[config.mk]
export PLATFORM = sky130hd
export DESIGN_NAME = nes_mem_arbiter_flat
export DESIGN_NICKNAME = d
export VERILOG_FILES = /design/src/rtl/nes_mem_arbiter_if.sv /design/src/rtl/nes_mem_arbiter.sv /design/src/flat_wrapper.sv
export SDC_FILE = /design/constraint.sdc
export NUM_CORES = 1
export LEC_CHECK = 0
export BUFFER_PORTS_ARGS = -buffer_cell sky130_fd_sc_hd__buf_2
export CAP_MARGIN = 20
export CORE_MARGIN = 2
export CORE_UTILIZATION = 42
export CTS_CLUSTER_DIAMETER = 100
export DETAILED_ROUTE_END_ITERATION = 12
export PLACE_DENSITY = 0.86
export SYNTH_ARGS = -nofsm -noshare
export SYNTH_HDL_FRONTEND = slang
export SYNTH_SLANG_ARGS = --single-unit
[constraint.sdc]
create_clock -name clk -period 2.1 [get_ports clk]
set_clock_uncertainty 0.15 [all_clocks]
set_input_delay 0.63 -clock clk [delete_from_list [all_inputs] [get_ports clk]]
set_output_delay 0.63 -clock clk [all_outputs]
set_load 0.02 [all_outputs]
[src/rtl/nes_mem_arbiter_if.sv]
// Bus bundle for nes_mem_arbiter: three requester handshakes, the memory port and status.
// master = arbiter side, slave = requesters plus memory.
interface nes_mem_arbiter_if #(
    parameter int ADDR_W = 16,
    parameter int DATA_W = 8
);
    logic              ppu_req;
    logic [ADDR_W-1:0] ppu_addr;
    logic [DATA_W-1:0] ppu_rdata;
    logic              ppu_ack;

    logic              cpu_req;
    logic              cpu_we;
    logic [ADDR_W-1:0] cpu_addr;
    logic [DATA_W-1:0] cpu_wdata;
    logic [DATA_W-1:0] cpu_rdata;
    logic              cpu_ack;

    logic              ldr_req;
    logic              ldr_we;
    logic [ADDR_W-1:0] ldr_addr;
    logic [DATA_W-1:0] ldr_wdata;
    logic [DATA_W-1:0] ldr_rdata;
    logic              ldr_ack;

    logic              mem_en;
    logic              mem_we;
    logic [ADDR_W-1:0] mem_addr;
    logic [DATA_W-1:0] mem_wdata;
    logic [DATA_W-1:0] mem_rdata;

    logic              busy;
    logic [1:0]        grant_id;

    modport master (
        input  ppu_req, ppu_addr,
        input  cpu_req, cpu_we, cpu_addr, cpu_wdata,
        input  ldr_req, ldr_we, ldr_addr, ldr_wdata,
        input  mem_rdata,
        output ppu_rdata, ppu_ack, cpu_rdata, cpu_ack, ldr_rdata, ldr_ack,
        output mem_en, mem_we, mem_addr, mem_wdata, busy, grant_id
    );

    modport slave (
        output ppu_req, ppu_addr,
        output cpu_req, cpu_we, cpu_addr, cpu_wdata,
        output ldr_req, ldr_we, ldr_addr, ldr_wdata,
        output mem_rdata,
        input  ppu_rdata, ppu_ack, cpu_rdata, cpu_ack, ldr_rdata, ldr_ack,
        input  mem_en, mem_we, mem_addr, mem_wdata, busy, grant_id
    );
endinterface

[src/rtl/nes_mem_arbiter.sv]
// Fixed-priority (PPU > CPU > loader) arbiter for one single-port, fixed-latency memory.
// Optional loader anti-starvation promotion: define NES_ARB_STARVE_GUARD_EN.
module nes_mem_arbiter #(
    parameter int ADDR_W       = 16,
    parameter int DATA_W       = 8,
    parameter int READ_LATENCY = 2,
    parameter int STARVE_LIMIT = 8
) (
    input  logic                clk,
    input  logic                reset,
    nes_mem_arbiter_if.master   bus
);
    typedef enum logic [1:0] {S_IDLE, S_ISSUE, S_WAIT, S_DONE} state_t;

    localparam logic [1:0] G_NONE = 2'd0;
    localparam logic [1:0] G_PPU  = 2'd1;
    localparam logic [1:0] G_CPU  = 2'd2;
    localparam logic [1:0] G_LDR  = 2'd3;
    localparam logic [2:0] LAT_LOAD = 3'(READ_LATENCY - 1);

    if (READ_LATENCY < 1 || READ_LATENCY > 7 || STARVE_LIMIT < 1) begin : g_param_check
        $error("nes_mem_arbiter: READ_LATENCY must be 1..7 and STARVE_LIMIT >= 1");
    end

    state_t            r_state;
    logic [2:0]        r_lat_cnt;
    logic [1:0]        r_grant;
    logic              r_mem_en;
    logic              r_mem_we;
    logic [ADDR_W-1:0] r_mem_addr;
    logic [DATA_W-1:0] r_mem_wdata;
    logic [DATA_W-1:0] r_ppu_rdata;
    logic [DATA_W-1:0] r_cpu_rdata;
    logic [DATA_W-1:0] r_ldr_rdata;
    logic [2:0]        r_ack;          // {ldr, cpu, ppu}

    logic [1:0]        w_sel;
    logic              w_we;
    logic [ADDR_W-1:0] w_addr;
    logic [DATA_W-1:0] w_wdata;
    logic [2:0]        w_owner;

`ifdef NES_ARB_STARVE_GUARD_EN
    localparam int SC_W = $clog2(STARVE_LIMIT + 1);
    localparam logic [SC_W-1:0] STARVE_MAX = SC_W'(STARVE_LIMIT);

    logic [SC_W-1:0] r_starve_cnt;
    logic            w_promote;

    assign w_promote = bus.ldr_req && (r_starve_cnt == STARVE_MAX);

    always_ff @(posedge clk or posedge reset) begin
        if (reset) begin
            r_starve_cnt <= '0;
        end else if (r_state == S_IDLE && (w_sel == G_LDR || !bus.ldr_req)) begin
            r_starve_cnt <= '0;
        end else if (r_state == S_ISSUE && (r_grant == G_PPU || r_grant == G_CPU) &&
                     bus.ldr_req && r_starve_cnt != STARVE_MAX) begin
            r_starve_cnt <= r_starve_cnt + 1'b1;
        end
    end
`endif

    // NOTE: every signal written in always_comb gets a default first so no latch is inferred.
    always_comb begin
        w_sel   = G_NONE;
        w_we    = 1'b0;
        w_addr  = '0;
        w_wdata = '0;
        if (bus.ppu_req)      w_sel = G_PPU;
        else if (bus.cpu_req) w_sel = G_CPU;
        else if (bus.ldr_req) w_sel = G_LDR;
`ifdef NES_ARB_STARVE_GUARD_EN
        if (w_promote) w_sel = G_LDR;
`endif
        case (w_sel)
            G_PPU: begin w_addr = bus.ppu_addr; end
            G_CPU: begin w_we = bus.cpu_we; w_addr = bus.cpu_addr; w_wdata = bus.cpu_wdata; end
            G_LDR: begin w_we = bus.ldr_we; w_addr = bus.ldr_addr; w_wdata = bus.ldr_wdata; end
            default: ;
        endcase
    end

    assign w_owner = {r_grant == G_LDR, r_grant == G_CPU, r_grant == G_PPU};

    // NOTE: sequential state uses non-blocking assignments so all registers update together.
    always_ff @(posedge clk or posedge reset) begin
        if (reset) begin
            r_state     <= S_IDLE;
            r_lat_cnt   <= '0;
            r_grant     <= G_NONE;
            r_mem_en    <= 1'b0;
            r_mem_we    <= 1'b0;
            r_mem_addr  <= '0;
            r_mem_wdata <= '0;
            r_ppu_rdata <= '0;
            r_cpu_rdata <= '0;
            r_ldr_rdata <= '0;
            r_ack       <= '0;
        end else begin
            r_mem_en <= 1'b0;
            r_ack    <= '0;
            case (r_state)
                S_IDLE: begin
                    if (w_sel != G_NONE) begin
                        r_mem_addr  <= w_addr;
                        r_mem_we    <= w_we;
                        r_mem_wdata <= w_wdata;
                        r_grant     <= w_sel;
                        r_mem_en    <= 1'b1;
                        r_state     <= S_ISSUE;
                    end
                end
                S_ISSUE: begin
                    if (r_mem_we) begin
                        r_ack   <= w_owner;
                        r_state <= S_DONE;
                    end else begin
                        r_lat_cnt <= LAT_LOAD;
                        r_state   <= S_WAIT;
                    end
                end
                S_WAIT: begin
                    if (r_lat_cnt == 3'd0) begin
                        case (r_grant)
                            G_PPU:   r_ppu_rdata <= bus.mem_rdata;
                            G_CPU:   r_cpu_rdata <= bus.mem_rdata;
                            G_LDR:   r_ldr_rdata <= bus.mem_rdata;
                            default: ;
                        endcase
                        r_ack   <= w_owner;
                        r_state <= S_DONE;
                    end else begin
                        r_lat_cnt <= r_lat_cnt - 3'd1;
                    end
                end
                S_DONE: begin
                    r_grant <= G_NONE;
                    r_state <= S_IDLE;
                end
                default: r_state <= S_IDLE;
            endcase
        end
    end

    assign bus.mem_en    = r_mem_en;
    assign bus.mem_we    = r_mem_we;
    assign bus.mem_addr  = r_mem_addr;
    assign bus.mem_wdata = r_mem_wdata;
    assign bus.ppu_rdata = r_ppu_rdata;
    assign bus.cpu_rdata = r_cpu_rdata;
    assign bus.ldr_rdata = r_ldr_rdata;
    assign bus.ppu_ack   = r_ack[0];
    assign bus.cpu_ack   = r_ack[1];
    assign bus.ldr_ack   = r_ack[2];
    assign bus.busy      = (r_state != S_IDLE);
    assign bus.grant_id  = r_grant;
endmodule

[src/flat_wrapper.sv]
// flat-port wrapper written by rule: the top's interface ports become plain ports
module nes_mem_arbiter_flat 
#(
    parameter int ADDR_W       = 16,
    parameter int DATA_W       = 8,
    parameter int READ_LATENCY = 2,
    parameter int STARVE_LIMIT = 8
)
  (clk, reset, bus_ppu_req, bus_ppu_addr, bus_cpu_req, bus_cpu_we, bus_cpu_addr, bus_cpu_wdata, bus_ldr_req, bus_ldr_we, bus_ldr_addr, bus_ldr_wdata, bus_mem_rdata, bus_ppu_rdata, bus_ppu_ack, bus_cpu_rdata, bus_cpu_ack, bus_ldr_rdata, bus_ldr_ack, bus_mem_en, bus_mem_we, bus_mem_addr, bus_mem_wdata, bus_busy, bus_grant_id);
  nes_mem_arbiter_if #(.ADDR_W(ADDR_W), .DATA_W(DATA_W)) bus_i ();
  input  logic clk;
  input  logic reset;
  input wire logic [$bits(bus_i.ppu_req)-1:0] bus_ppu_req;
  input wire logic [$bits(bus_i.ppu_addr)-1:0] bus_ppu_addr;
  input wire logic [$bits(bus_i.cpu_req)-1:0] bus_cpu_req;
  input wire logic [$bits(bus_i.cpu_we)-1:0] bus_cpu_we;
  input wire logic [$bits(bus_i.cpu_addr)-1:0] bus_cpu_addr;
  input wire logic [$bits(bus_i.cpu_wdata)-1:0] bus_cpu_wdata;
  input wire logic [$bits(bus_i.ldr_req)-1:0] bus_ldr_req;
  input wire logic [$bits(bus_i.ldr_we)-1:0] bus_ldr_we;
  input wire logic [$bits(bus_i.ldr_addr)-1:0] bus_ldr_addr;
  input wire logic [$bits(bus_i.ldr_wdata)-1:0] bus_ldr_wdata;
  input wire logic [$bits(bus_i.mem_rdata)-1:0] bus_mem_rdata;
  output wire logic [$bits(bus_i.ppu_rdata)-1:0] bus_ppu_rdata;
  output wire logic [$bits(bus_i.ppu_ack)-1:0] bus_ppu_ack;
  output wire logic [$bits(bus_i.cpu_rdata)-1:0] bus_cpu_rdata;
  output wire logic [$bits(bus_i.cpu_ack)-1:0] bus_cpu_ack;
  output wire logic [$bits(bus_i.ldr_rdata)-1:0] bus_ldr_rdata;
  output wire logic [$bits(bus_i.ldr_ack)-1:0] bus_ldr_ack;
  output wire logic [$bits(bus_i.mem_en)-1:0] bus_mem_en;
  output wire logic [$bits(bus_i.mem_we)-1:0] bus_mem_we;
  output wire logic [$bits(bus_i.mem_addr)-1:0] bus_mem_addr;
  output wire logic [$bits(bus_i.mem_wdata)-1:0] bus_mem_wdata;
  output wire logic [$bits(bus_i.busy)-1:0] bus_busy;
  output wire logic [$bits(bus_i.grant_id)-1:0] bus_grant_id;
  assign bus_i.ppu_req = bus_ppu_req;
  assign bus_i.ppu_addr = bus_ppu_addr;
  assign bus_i.cpu_req = bus_cpu_req;
  assign bus_i.cpu_we = bus_cpu_we;
  assign bus_i.cpu_addr = bus_cpu_addr;
  assign bus_i.cpu_wdata = bus_cpu_wdata;
  assign bus_i.ldr_req = bus_ldr_req;
  assign bus_i.ldr_we = bus_ldr_we;
  assign bus_i.ldr_addr = bus_ldr_addr;
  assign bus_i.ldr_wdata = bus_ldr_wdata;
  assign bus_i.mem_rdata = bus_mem_rdata;
  assign bus_ppu_rdata = bus_i.ppu_rdata;
  assign bus_ppu_ack = bus_i.ppu_ack;
  assign bus_cpu_rdata = bus_i.cpu_rdata;
  assign bus_cpu_ack = bus_i.cpu_ack;
  assign bus_ldr_rdata = bus_i.ldr_rdata;
  assign bus_ldr_ack = bus_i.ldr_ack;
  assign bus_mem_en = bus_i.mem_en;
  assign bus_mem_we = bus_i.mem_we;
  assign bus_mem_addr = bus_i.mem_addr;
  assign bus_mem_wdata = bus_i.mem_wdata;
  assign bus_busy = bus_i.busy;
  assign bus_grant_id = bus_i.grant_id;
  nes_mem_arbiter #(.ADDR_W(ADDR_W), .DATA_W(DATA_W), .READ_LATENCY(READ_LATENCY), .STARVE_LIMIT(STARVE_LIMIT)) u_core (.clk(clk), .reset(reset), .bus(bus_i));
endmodule
==> impl_metrics.py <==
metrics = {
    "status": {
        "outcome": "finished clean",
    },
    "critical_path": {
        "end_kind": "primary output",
        "r2r_cells": 4,
        "path_delay_family": "flip-flops",
        "crit_chain": "inv_1 -> ha_4 -> inv_1 -> buf_2",
        "cp.required_ns": 1.32,
        "path_buf_inv": 3,
        "critPathKind": "reg2out",
        "slowest_stage": "dfrtp_1",
        "cp_slowest_stage_delay_ns": 0.39,
        "crit_cells": 4,
        "worstPathMaxFanout": 4,
        "crit_path_frequent_cell": "inv_1",
        "worst_setup_path_start_kind": "flip-flop",
        "crit_arrival_ns": 1.25,
    },
    "power_and_ir_drop": {
        "switching_power_mw": 2.29,
        "vdd_drop_max_mv": 0.593,
        "p_int_mw": 3.24,
        "leakagePower_nw": 1.85,
        "seqPwrFrac_pct": 35.7,
        "swShare_pct": 41.5,
        "power_frac_comb_pct": 46.3,
        "p_per_area_nw_per_um2": 1460,
        "power_frac_clock_pct": 18.0,
    },
    "synth": {
        "syn_nets": 335,
        "ys_seq_area_share_pct": 53.2,
        "synth_area_leaders": "dfrtp_1 53%, mux2_2 10%, a22oi_1 6.1%",
        "synth_top_area_share_pct": 53.2,
        "synth_edf_count": 0,
        "synth.cell_area_um2": 2820,
        "yosys_most_used_dff": "dfrtp_1",
        "avgSynthCellArea_um2": 11.3,
        "synthDistinctLibCells": 36,
        "yosys_register_bits": 60,
        "async_reset_ff_share_pct": 100,
        "yosysTopAreaCell": "dfrtp_1",
        "netlist_instances": 249,
        "yosys_warnings": 0,
    },
    "global_route": {
        "grt_pass1_vias": 2482,
        "antenna_found_initial": 0,
        "grt_pass1_wl_um": 11700,
        "track_usage_pct": 20.1,
        "grt_max_degree": 22,
        "grt_overflow": 0,
    },
    "die": {
        "rows": 29,
        "design.portCount": 135,
        "core_area_um2": 6420,
        "fp.dieW_um": 85.9,
        "die_y_um": 85.9,
        "fp.dieArea_um2": 7390,
        "start_util_pct": 43.9,
    },
    "detailed_routing": {
        "via_per_inst": 5.30,
        "top_layer": "met4",
        "drc_errors": 0,
        "first_pass_iters": 4,
        "drtIter0Drc": 163,
        "wl_um": 7210,
        "wl_met1_um": 2960,
        "route.met3.wl_um": 518,
        "vias": 2501,
        "ant_nets": 0,
        "drt-wirelength-per-cell_um": 15.3,
        "wl_met2_um": 3630,
    },
    "sta": {
        "fin_setup_tns_ns": 0,
        "setup_viol_count_final": 0,
        "max_slew_margin_pct": 69.3,
        "tightestPinTransition_ns": 0.460,
        "hold_viol": 0,
        "rsz0062_at_grt": "no",
        "slew_violations": 0,
        "fmax_mhz": 493,
        "post-route-period-util_pct": 96.6,
        "fin_crit_ns": 2.03,
    },
    "finish": {
        "area_delta_synth_final_pct": 34.4,
        "final_cells": 472,
        "finalNetCount": 476,
        "final_util_pct": 59.0,
        "drive_gt1_share_pct": 52.2,
        "n_antenna_cell": 0,
        "post-route-cell-area_um2": 3790,
    },
    "cts": {
        "clk_path_buf_depth": 2,
        "cts.sinks": 60,
        "cts_root_buf": "clkbuf_8",
        "cts_buffers": 9,
        "h-tree-depth": 3,
        "clkLatencyLatePin_ns": 0.33,
        "cts_tree": "built",
        "clkTransAtPathRegs_ns": 0.07,
    },
    "placed_design": {
        "io_buffers": 134,
        "dp_cells": 454,
        "postPlaceCellArea_um2": 3570,
        "hpwl_um": 5370,
        "globalplace.congestion": 0.833,
    },
    "run": {
        "cap_violations": 0,
    },
    "min_path": {
        "hold_class": "in2async",
    },
}
-- what timing repair did --
item                       4_1_cts  5_1_grt
setup endpoints to repair        1        1
hold endpoints to repair         0        0
resized for setup                2        1
buffers inserted                 1        1
hold buffers                     0        0
-- cell usage after synthesis (2+ instances only) --
cell and instances:
nand2_1 15, clkbuf_1 5, a21oi_1 2, a31oi_1 16
nand2b_1 3, buf_2 5, ha_1 7, inv_1 12
nor2_1 12, buf_6 2, buf_4 3, dfrtp_1 60
nor2_2 9, nand4_2 3, a22oi_1 23, mux2_2 25
o32ai_1 2, a22o_2 3, nor2b_1 2, o21ai_0 24
-- state kept, by name, indices dropped and copies added (netlist names) --
| register | cells |
|---|---|
| u_core.bus.cpu_rdata | 8 |
| u_core.bus.grant_id | 2 |
| u_core.bus.ldr_rdata | 8 |
| u_core.bus.mem_addr | 16 |
| u_core.bus.mem_en | 1 |
| u_core.bus.mem_wdata | 8 |
| u_core.bus.mem_we | 1 |
| u_core.bus.ppu_rdata | 8 |
| u_core.r_ack | 3 |
| u_core.r_lat_cnt | 3 |
| u_core.r_state | 2 |
-- cell usage in the layout, fill, tap and decap left out, drive strengths merged, types with 2 or more instances in the layout --
master and count:
a31oi 16, o32ai 2, a22oi 23, clkinvlp 5, buf 145, mux2 26
clkbuf 10, ha 7, o31ai 2, dfrtp 60, nor2 22, nand2 15
nand4 4, nor2b 2, a21oi 2, o21ai 25, nand2b 3, a22o 3
inv 12
-- power by group through the flow --
stage / clock (mW) / sequential, mW / combinational (mW)
after detailed placement: 0 / 2.00 / 2.49
after CTS: 1.03 / 1.98 / 2.53
final: 0.996 / 1.97 / 2.56
after global routing: 1.07 / 2.04 / 2.77
after floorplan: 0 / 2.56 / 1.07
after global placement: 0 / 1.97 / 2.42
-- final cells by class --
| class | instances | area [um2] |
|---|---|---|
| flip-flops and latches | 60 | 1500 |
| repair buffers | 145 | 753 |
| clock inverters | 6 | 65.1 |
| inverters | 13 | 55.1 |
| multi-input cells | 161 | 1190 |
| well taps | 77 | 96.3 |
| clock buffers | 10 | 128 |
| fillers | 562 | 2630 |
-- worst reg2reg max path: stages, from the launching register on --
cell and delay [ns]:
dfrtp_1 0.40, inv_2 0.12, ha_1 0.38, nand4_2 0.38, mux2_2 0.38
-- worst paths after layout --
kind                                         start                      end  slack [ns]
max                              u_core.r_state[1]                 bus_busy        0.07
min                                          reset  u_core.bus.ppu_rdata[3]        0.15
max reg2reg                      u_core.r_state[0]  u_core.bus.cpu_rdata[7]        0.18
min reg2reg                u_core.bus.mem_wdata[3]  u_core.bus.mem_wdata[3]        0.33
max in group asynchronous                    reset  u_core.bus.ldr_rdata[5]        1.07
min in group clk           u_core.bus.mem_wdata[3]  u_core.bus.mem_wdata[3]        0.33
-- kinds of logic (layout without fill, tap and decap cells) --
group / after synthesis / in the layout / synth area share [%]
flops: 60 / 60 / 53.2
mux: 27 / 27 / 10.7
compound gates: 78 / 78 / 18.6
simple gates: 49 / 49 / 9.36
buf+inv: 28 / 174 / 4.97
fa+ha+maj: 7 / 7 / 3.11
-- routing by layer --
layer  vias up  global-route usage [%]
met5         -                       0
met4         0                    7.36
met3        13                    5.77
met2        97                    33.3
met1      1198                    25.1
li1       1193                       -
-- metrics by stage --
stage          power (mW)  worst slack, ns  hold WS [ns]
6_report             5.53           0.0707         0.152
5_1_grt              5.88          0.00619         0.168
4_1_cts              5.54          0.00733         0.147
3_5_place_dp         4.49            0.134         0.320
3_3_place_gp         4.39            0.204         0.309
2_1_floorplan        3.63            0.275         0.346
Power figures use the tool's default switching activity.
